## src/rtl/palabra_a_bytes_if.sv

```systemverilog
// Word-to-byte serializer bus: core word offer on one side, UART TX byte
// handshake on the other, plus status flags.
`timescale 1ns/1ps
interface palabra_a_bytes_if #(
    parameter int NBYTES = 4
);
    logic [8*NBYTES-1:0] data_in;
    logic                data_valid;
    logic                ready;
    logic [7:0]          tx_dato;
    logic                tx_start;
    logic                tx_busy;
    logic                busy;
    logic                flat_comple;
    logic                err;

    // Environment side: the core offering words and the UART TX answering.
    modport master (
        output data_in, data_valid, tx_busy,
        input  ready, tx_dato, tx_start, busy, flat_comple, err
    );

    // Serializer side.
    modport slave (
        input  data_in, data_valid, tx_busy,
        output ready, tx_dato, tx_start, busy, flat_comple, err
    );
endinterface

```

## src/rtl/palabra_a_bytes.sv

```systemverilog
// Splits words from the core into bytes, LSB first, for the UART TX.
// A one-word holding buffer decouples the core from the byte serializer;
// each byte is handed over with a start/busy handshake guarded by a timeout.
`timescale 1ns/1ps
module palabra_a_bytes #(
    parameter int NBYTES   = 4,
    parameter int ACK_WAIT = 15
) (
    input  logic             clk,
    input  logic             rst,
    palabra_a_bytes_if.slave bus
);
    localparam int WORD_W = 8 * NBYTES;
    localparam int IDX_W  = (NBYTES > 1) ? $clog2(NBYTES) : 1;
    localparam int ACK_W  = $clog2(ACK_WAIT + 1);
    localparam logic [IDX_W-1:0] LAST_IDX = IDX_W'(NBYTES - 1);
    // The counter is compared before it increments, so the last count is
    // ACK_WAIT-1; err then rises ACK_WAIT cycles after entering WAIT_ACK.
    localparam logic [ACK_W-1:0] ACK_LAST = ACK_W'(ACK_WAIT - 1);

    typedef enum logic [1:0] {
        IDLE,
        START,
        WAIT_ACK,
        WAIT_IDLE
    } state_t;

    state_t            state;
    logic [WORD_W-1:0] hold;
    logic              hold_full;
    logic [WORD_W-1:0] shift;
    logic [IDX_W-1:0]  byte_idx;
    logic [ACK_W-1:0]  ack_cnt;
    logic [7:0]        tx_dato_r;
    logic              tx_start_r;
    logic              flat_r;
    logic              err_r;

    function automatic logic [7:0] byte_sel(input logic [WORD_W-1:0] w,
                                            input logic [IDX_W-1:0]  i);
        return w[8*i +: 8];
    endfunction

    assign bus.ready       = !hold_full;
    assign bus.tx_dato     = tx_dato_r;
    assign bus.tx_start    = tx_start_r;
    assign bus.busy        = (state != IDLE);
    assign bus.flat_comple = flat_r;
    assign bus.err         = err_r;

    // Holding buffer and byte serializer FSM; accept and move never collide
    // because accept needs hold_full=0 and the move needs hold_full=1.
    always_ff @(posedge clk) begin
        if (rst) begin
            state      <= IDLE;
            hold       <= '0;
            hold_full  <= 1'b0;
            shift      <= '0;
            byte_idx   <= '0;
            ack_cnt    <= '0;
            tx_dato_r  <= 8'h00;
            tx_start_r <= 1'b0;
            flat_r     <= 1'b0;
            err_r      <= 1'b0;
        end else begin
            tx_start_r <= 1'b0;
            flat_r     <= 1'b0;

            if (bus.data_valid && !hold_full) begin
                hold      <= bus.data_in;
                hold_full <= 1'b1;
            end

            case (state)
                IDLE: begin
                    if (hold_full) begin
                        shift      <= hold;
                        hold_full  <= 1'b0;
                        byte_idx   <= '0;
                        tx_dato_r  <= hold[7:0];
                        tx_start_r <= 1'b1;
                        state      <= START;
                    end
                end
                START: begin
                    ack_cnt <= '0;
                    state   <= WAIT_ACK;
                end
                WAIT_ACK: begin
                    if (bus.tx_busy) begin
                        state <= WAIT_IDLE;
                    end else begin
                        ack_cnt <= ack_cnt + 1'b1;
                        if (ack_cnt == ACK_LAST) begin
                            // Transmitter never answered: drop the rest of the word.
                            err_r <= 1'b1;
                            state <= IDLE;
                        end
                    end
                end
                WAIT_IDLE: begin
                    if (!bus.tx_busy) begin
                        if (byte_idx == LAST_IDX) begin
                            flat_r <= 1'b1;
                            state  <= IDLE;
                        end else begin
                            byte_idx   <= byte_idx + 1'b1;
                            tx_dato_r  <= byte_sel(shift, byte_idx + 1'b1);
                            tx_start_r <= 1'b1;
                            state      <= START;
                        end
                    end
                end
                default: state <= IDLE;
            endcase
        end
    end
endmodule

```

## src/flat_wrapper.sv

```systemverilog
// flat-port wrapper written by rule: the top's interface ports become plain ports
module palabra_a_bytes_flat 
#(
    parameter int NBYTES   = 4,
    parameter int ACK_WAIT = 15
)
  (clk, rst, bus_data_in, bus_data_valid, bus_tx_busy, bus_ready, bus_tx_dato, bus_tx_start, bus_busy, bus_flat_comple, bus_err);
  palabra_a_bytes_if #(.NBYTES(NBYTES)) bus_i ();
  input  logic clk;
  input  logic rst;
  input wire logic [$bits(bus_i.data_in)-1:0] bus_data_in;
  input wire logic [$bits(bus_i.data_valid)-1:0] bus_data_valid;
  input wire logic [$bits(bus_i.tx_busy)-1:0] bus_tx_busy;
  output wire logic [$bits(bus_i.ready)-1:0] bus_ready;
  output wire logic [$bits(bus_i.tx_dato)-1:0] bus_tx_dato;
  output wire logic [$bits(bus_i.tx_start)-1:0] bus_tx_start;
  output wire logic [$bits(bus_i.busy)-1:0] bus_busy;
  output wire logic [$bits(bus_i.flat_comple)-1:0] bus_flat_comple;
  output wire logic [$bits(bus_i.err)-1:0] bus_err;
  assign bus_i.data_in = bus_data_in;
  assign bus_i.data_valid = bus_data_valid;
  assign bus_i.tx_busy = bus_tx_busy;
  assign bus_ready = bus_i.ready;
  assign bus_tx_dato = bus_i.tx_dato;
  assign bus_tx_start = bus_i.tx_start;
  assign bus_busy = bus_i.busy;
  assign bus_flat_comple = bus_i.flat_comple;
  assign bus_err = bus_i.err;
  palabra_a_bytes #(.NBYTES(NBYTES), .ACK_WAIT(ACK_WAIT)) u_core (.clk(clk), .rst(rst), .bus(bus_i));
endmodule
```

## config.mk

```make
export PLATFORM = sky130hd
export DESIGN_NAME = palabra_a_bytes_flat
export DESIGN_NICKNAME = d
export VERILOG_FILES = /design/src/rtl/palabra_a_bytes_if.sv /design/src/rtl/palabra_a_bytes.sv /design/src/flat_wrapper.sv
export SDC_FILE = /design/constraint.sdc
export NUM_CORES = 1
export LEC_CHECK = 0
export CORE_ASPECT_RATIO = 0.7
export CORE_MARGIN = 3
export CORE_UTILIZATION = 50
export DETAILED_ROUTE_END_ITERATION = 10
export GPL_TIMING_DRIVEN = 0
export MAX_ROUTING_LAYER = met4
export PLACE_DENSITY = 0.79
export SLEW_MARGIN = 20
export SYNTH_ARGS = -nofsm -noshare
export SYNTH_HDL_FRONTEND = slang
export SYNTH_SLANG_ARGS = --single-unit
```

## constraint.sdc

```tcl
create_clock -name clk -period 4.05 [get_ports clk]
set_input_delay 0.405 -clock clk [delete_from_list [all_inputs] [get_ports clk]]
set_output_delay 0.405 -clock clk [all_outputs]
set_load 0.01 [all_outputs]
```

# Word-level counts from Yosys, hierarchy flattened

Index checks and enable logic that the tools add are counted.

Bits of input ports: 36
Output and inout port bits: 13
Flip-flop bits (word level): 84
Word-level logic and storage cells: 61

Add/sub/neg operators: 2
Shift-type cells: 1
Bitwise gates (word level): 2
Muxes and demuxes: 24
Reduce and logical (&&, ||, !) cells: 12
Equal/unequal tests: 10

Operators by type and width:

| cell                                                                    | number |
|---|---|
| 32-bit by 6-bit variable part select with 8-bit output                  | 1 |
| 8-bit 2-to-1 mux                                                        | 3 |
| 8-bit one-hot mux with 2 select lines                                   | 1 |
| 2-bit 2-to-1 mux                                                        | 7 |
| 1-bit 2-to-1 mux                                                        | 8 |
| 2-bit one-hot mux with 4 select lines                                   | 1 |
| 4-bit one-hot mux with 2 select lines                                   | 1 |
| 2-bit equality test, second input constant                              | 3 |
| 2-bit inequality test, second input constant                            | 3 |
| 3-bit AND reduction                                                     | 2 |
| 2-bit nonzero test                                                      | 3 |
| 4-bit by 1-bit adder with 4-bit output, second input constant           | 1 |
| 4-bit equality test, second input constant                              | 1 |
| 4-bit 2-to-1 mux                                                        | 1 |
| 2-bit one-hot mux with 2 select lines                                   | 1 |
| 2-bit AND reduction                                                     | 2 |
| 4-bit AND reduction                                                     | 1 |
| 3-bit by 2-bit inequality test with 1-bit output, second input constant | 1 |
| 3-bit OR reduction                                                      | 1 |
| 2-bit by 1-bit adder with 2-bit output, second input constant           | 1 |
| 2-bit by 1-bit equality test with 1-bit output, second input constant   | 1 |
| 2-bit zero test                                                         | 1 |
| 2-bit by 1-bit inequality test with 1-bit output, second input constant | 1 |
| 1-bit NOT                                                               | 2 |
| other kinds (3)                                                         | 3 |

# Depth between registers and ports, before layout

Depth in word-level cells: 5
Mapped depth: 7
Gate-level depth less buffers: 5

# Worst setup path before layout

Ideal clock, no wire load.

Kind: register to register
Start point: reg u_core.byte_idx[0]
End point: reg u_core.tx_dato_r[0] (netlist: u_core.bus.tx_dato[0])
Slack: 2.517 ns
Setup time: 0.146 ns
Required time: 3.904 ns
Period minus slack after synthesis: 1.533 ns
Path buffers: 1
Cell stages (with the launch flop): 6
Data arrival time: 1.388 ns
Cell sequence: dfxtp_1 ha_1 buf_6 mux4_1 nand2_1 a311oi_1

Longest elaborated chain between the ends: 5
Elaborated cells between the ends (all ways): 8
Classes of those cells: add/sub: 1; eq/ne: 2; shift: 1; mux: 3; reduce/logical: 1

Ends and longest elaborated chain:

| what                                                   | line                   | text |
|---|---|---|
| start: declaration                                     | palabra_a_bytes.sv:32  | `logic [IDX_W-1:0] byte_idx;` |
| start signal: assignment                               | palabra_a_bytes.sv:107 | `byte_idx <= byte_idx + 1'b1;` |
| 2-bit by 1-bit adder with 2-bit output                 | palabra_a_bytes.sv:108 | `tx_dato_r <= byte_sel(shift, byte_idx + 1'b1);` |
| 32-bit by 6-bit variable part select with 8-bit output | palabra_a_bytes.sv:41  | `return w[8*i +: 8];` |
| 8-bit 2-to-1 mux                                       | palabra_a_bytes.sv:103 | `if (byte_idx == LAST_IDX) begin` |
| 8-bit 2-to-1 mux                                       | palabra_a_bytes.sv:102 | `if (!bus.tx_busy) begin` |
| 8-bit one-hot mux with 2 select lines                  | palabra_a_bytes.sv:74  | `case (state)` |
| end signal: assignment                                 | palabra_a_bytes.sv:80  | `tx_dato_r <= hold[7:0];` |
| end signal: assignment                                 | palabra_a_bytes.sv:108 |  |
| end: declaration                                       | palabra_a_bytes.sv:34  | `logic [7:0] tx_dato_r;` |

Parallel ways exist; a longest one is shown, timed or not. The select of a mux whose other input is x is not followed.
A chain may end at the register's enable or synchronous reset.

# Final worst setup path

Start point: reg u_core.state[1]
End point: out bus_busy

Longest elaborated chain between the ends: 1

Ends and longest elaborated chain:

| what                     | line                  | text |
|---|---|---|
| start: declaration       | palabra_a_bytes.sv:28 | `state_t state;` |
| start signal: assignment | palabra_a_bytes.sv:55 | `state <= IDLE;` |
| start signal: assignment | palabra_a_bytes.sv:82 | `state <= START;` |
| start signal: assignment | palabra_a_bytes.sv:87 | `state <= WAIT_ACK;` |
| 2-bit nonzero test       | palabra_a_bytes.sv:47 | `assign bus.busy = (state != IDLE);` |
| end: declaration         | flat_wrapper.sv:17    | `output wire logic [$bits(bus_i.busy)-1:0] bus_busy;` |

No other way between the ends.

==> impl_results.rst <==
.. list-table::
   :header-rows: 1

   * - Metric
     - Value
   * - Finished Layout Cells
     - 570
   * - Fraction of layout instances using a drive strength above 1
     - 8.351%
   * - Chain of cells forming the critical path
     - inv_1, ha_1, inv_1, clkdlybuf4s50_1
   * - Number of nets at the end of the flow
     - 519
   * - Synthesis-to-finish area growth
     - 22.86%
   * - Detailed Routing Iterations Pass 1
     - 4
   * - Number of global-route vias before repair
     - 2937
   * - Number of primary I/O pins
     - 49
   * - Warnings from Yosys
     - 0
   * - Number of max-capacitance violations reported
     - 0
   * - Pleak
     - approximately 1.6 nW
   * - Endpoint of the worst register-to-register path
     - u_core.shift[17]$_SDFFE_PP0P_
   * - Starting density of the core
     - 54.01%
   * - Post-Place Cell Area
     - 4120 sq um
   * - Reg-to-reg startpoint
     - u_core.state[1]$_SDFFE_PP0P_
   * - Unrepaired setup endpoints after global routing
     - no
   * - DIE WIDTH
     - roughly 110 um
   * - Final cycle utilization of the critical path
     - 56.13%
   * - Die outline height
     - between 70 and 80 um
   * - GRT Resource Usage Total
     - approximately 23%
   * - Status
     - finished clean
   * - Slew at the pin with the worst max-slew slack
     - 581.7 ps
   * - Post-synthesis instance area
     - about 3500 sq um
   * - Mapped Avg Cell Area
     - 8.500 sq um
   * - WL/cell
     - about 15 um
   * - Arrival @ worst endpoint
     - 1870 ps
   * - Register-to-Register Path Depth
     - 6
   * - Critical path capture point type
     - output port
   * - Die footprint
     - 8133 sq um
   * - DR vias
     - just over 3000
   * - Leftover overflow at the end of global routing
     - 0
   * - Power density relative to cell area
     - ~470 nW/um^2
   * - CTS H-tree lvls
     - 3
   * - Synth Net Count
     - 461
   * - Maximum fanout along the worst path
     - 6
   * - Final setup violation count
     - 0
   * - Final-report max-slew violation count
     - 0
   * - Floorplan core area
     - 6546 sq um
   * - Max Buffers Root-to-Sink
     - 2
   * - Number of buffers inserted for hold repair after clock tree synthesis
     - 0
   * - Count of antenna diodes in the layout
     - 0
   * - Cts bufs inserted
     - 9
   * - Worst-path cell with the longest stage delay
     - sky130_fd_sc_hd__clkdlybuf4s50_1
   * - Setup Fix Bufs, Post-CTS
     - 0
   * - Number of flip-flops and latches in the synthesized netlist
     - 84
   * - Capturing element of the worst setup path
     - bus_busy
   * - Syn Inst Count
     - 416
   * - Post-layout instance area
     - about 4300 sq um
   * - Clk Tree Root Cell
     - sky130_fd_sc_hd__clkbuf_8
   * - Pin count of the biggest net entering global routing
     - 15
   * - Post-route antenna net violation count
     - 0
   * - Overall Power
     - 0.002024 W
   * - Hpwl dp
     - 6.194 mm
   * - Source-to-sink clock delay at the later pin of the worst-skew pair
     - 370 ps
   * - Worst Path Required
     - 3640 ps
   * - Global-route wire length before repair
     - 14.01 mm
   * - Time the worst path needs with I/O delays and setup
     - 2273 ps
   * - Library cell appearing most often on the critical path
     - sky130_fd_sc_hd__inv_1
   * - Critical Path Max Stage Delay
     - 530 ps
   * - Number of buffers added on ports
     - 47
   * - Average via count per standard cell
     - 5.302
   * - Number of sinks driven by the clock tree
     - 84
   * - Clock transition at the register clock pins on the worst setup and hold paths after CTS
     - approximately 80 ps
   * - Count of standard-cell rows
     - 24
   * - Post-Route Setup TNS
     - 0 ps
   * - Worst-case vdd ir drop
     - 286.8 uV
   * - Number of distinct library cell variants in the gate-level netlist after synthesis
     - 35
   * - Final standard cell utilization of the core
     - 66.36%
   * - Seq/Total Area, Yosys
     - 47.56%
   * - Final RePlAce weighted congestion
     - 0.8695
   * - CP startpoint
     - u_core.state[1]$_SDFFE_PP0P_
   * - Worst Skew
     - between 9 and 10 ps
   * - Number of gates resized after cts
     - 0
   * - Violation count after the first detailed-routing iteration
     - roughly 160
   * - Upper clock frequency limit
     - 0.4399 GHz
   * - Type of the worst setup path
     - reg -> out
   * - Setup slack on the worst flop-to-flop path
     - 2240 ps
   * - DRC errors left
     - 0
   * - Start point of the worst hold path
     - bus_tx_busy
   * - TritonCTS clock tree
     - yes
   * - Final hold viol count
     - 0
   * - Antenna violations before repair
     - 0
   * - Crit start category
     - flip-flop
   * - Worst min path class
     - in -> reg
   * - Normalized max-slew margin
     - 61.22%
   * - Placed cells
     - ~550
   * - Final wirelength
     - 8.489 mm
   * - Count of filler cells inserted in the layout
     - 571
-- critical path, delay by kind of cell (launching register included) --
family | cells | cell delay, ps
buf+inv | 3 | 760
flops | 1 | 430
fa+ha+maj | 1 | 310
-- kinds of logic after synthesis --
logic type	synth area share, %
compound gates	16.31
flops	47.56
simple gates	20.49
fa+ha+maj	3.185
buf+inv	5.520
mux	6.935
-- through the flow --
stage / setup WS [ps] / hold WS, ps
after floorplan: 2517 / 431.5
after global placement: 2056 / 438.9
after detailed placement: 2032 / 441.8
after CTS: 1775 / 286.0
after global routing: 1692 / 296.3
final: 1777 / 297.5
-- synthesized netlist by cell type, drive strengths merged --
cell | number | area (sq um)
nor2b | 4 | 25.02
ha | 9 | 112.6
o31ai | 1 | 7.510
o21ai | 5 | 28.78
or3 | 1 | 6.260
buf | 19 | 116.4
nor3 | 4 | 20.02
mux2 | 1 | 15.01
o21a | 3 | 22.52
nor2 | 5 | 18.77
inv | 7 | 26.28
nand2 | 139 | 521.8
a211oi | 2 | 15.01
mux4 | 8 | 210.2
a311oi | 8 | 70.07
nand4b | 1 | 8.760
nand2b | 14 | 95.09
o2bb2ai | 1 | 8.760
and2 | 2 | 12.51
o211ai | 1 | 7.510
nand3 | 2 | 10.01
clkbuf | 11 | 52.54
mux2i | 2 | 20.02
a21oi | 79 | 395.4
nand4 | 1 | 6.260
dfxtp | 84 | 1682
a221oi | 1 | 15.01
a31oi | 1 | 6.260
-- layout by cell type (no fill, tap or decap), drive strengths merged, types with 9 or more instances in the layout --
cell / netlist / final
a21oi: 79 / 79
buf: 19 / 19
clkbuf: 11 / 21
clkdlybuf4s50: 0 / 47
dfxtp: 84 / 84
ha: 9 / 9
nand2: 139 / 139
nand2b: 14 / 14
-- metal layers --
layer,track usage [%],up-vias,share of wire (%)
li1,-,1514,-
met1,28.30,1392,45
met2,33.82,95,45
met3,6.181,21,7.9
met4,10.47,0,2.5
met5,-,-,0
-- sequential cells by signal, indices dropped and copies added (netlist names) --
signal / cells
u_core.bus.err: 1
u_core.ack_cnt: 4
u_core.state: 2
u_core.shift: 32
u_core.bus.tx_dato: 8
u_core.bus.flat_comple: 1
u_core.hold: 32
u_core.bus.tx_start: 1
u_core.byte_idx: 2
u_core.hold_full: 1
-- final cells by class --
type,instances,area [sq um],area share (%)
Inverter,7,26.28,0.6048
Multi-Input combinational cell,295,1659,38.19
Sequential cell,84,1682,38.71
Buffer,30,168.9,3.888
Clock buffer,10,137.6,3.168
Timing Repair Buffer,47,470.5,10.83
Tap cell,91,113.9,2.621
Clock inverter,6,86.33,1.987
-- where the power goes --
part	internal (W)	switching [W]	leakage, nW
logic	0.000191	0.000230	0.803
registers	0.000887	0.0000424	0.684
clock network	0.000364	0.000309	0.113
-- worst min path at each step --
| stage | to | slack, ps | cells after the start |
|---|---|---|---|
| floorplan | u_core.shift[24]$_SDFFE_PP0P_ | 430 | 2 |
| global route | u_core.bus.flat_comple$_SDFF_PP0_ | 300 | 2 |
| detailed placement | u_core.shift[28]$_SDFFE_PP0P_ | 440 | 2 |
| finish | u_core.bus.flat_comple$_SDFF_PP0_ | 300 | 2 |
| CTS | u_core.bus.flat_comple$_SDFF_PP0_ | 290 | 2 |
| global placement | u_core.shift[2]$_SDFFE_PP0P_ | 440 | 2 |
Power figures use the tool's default switching activity.
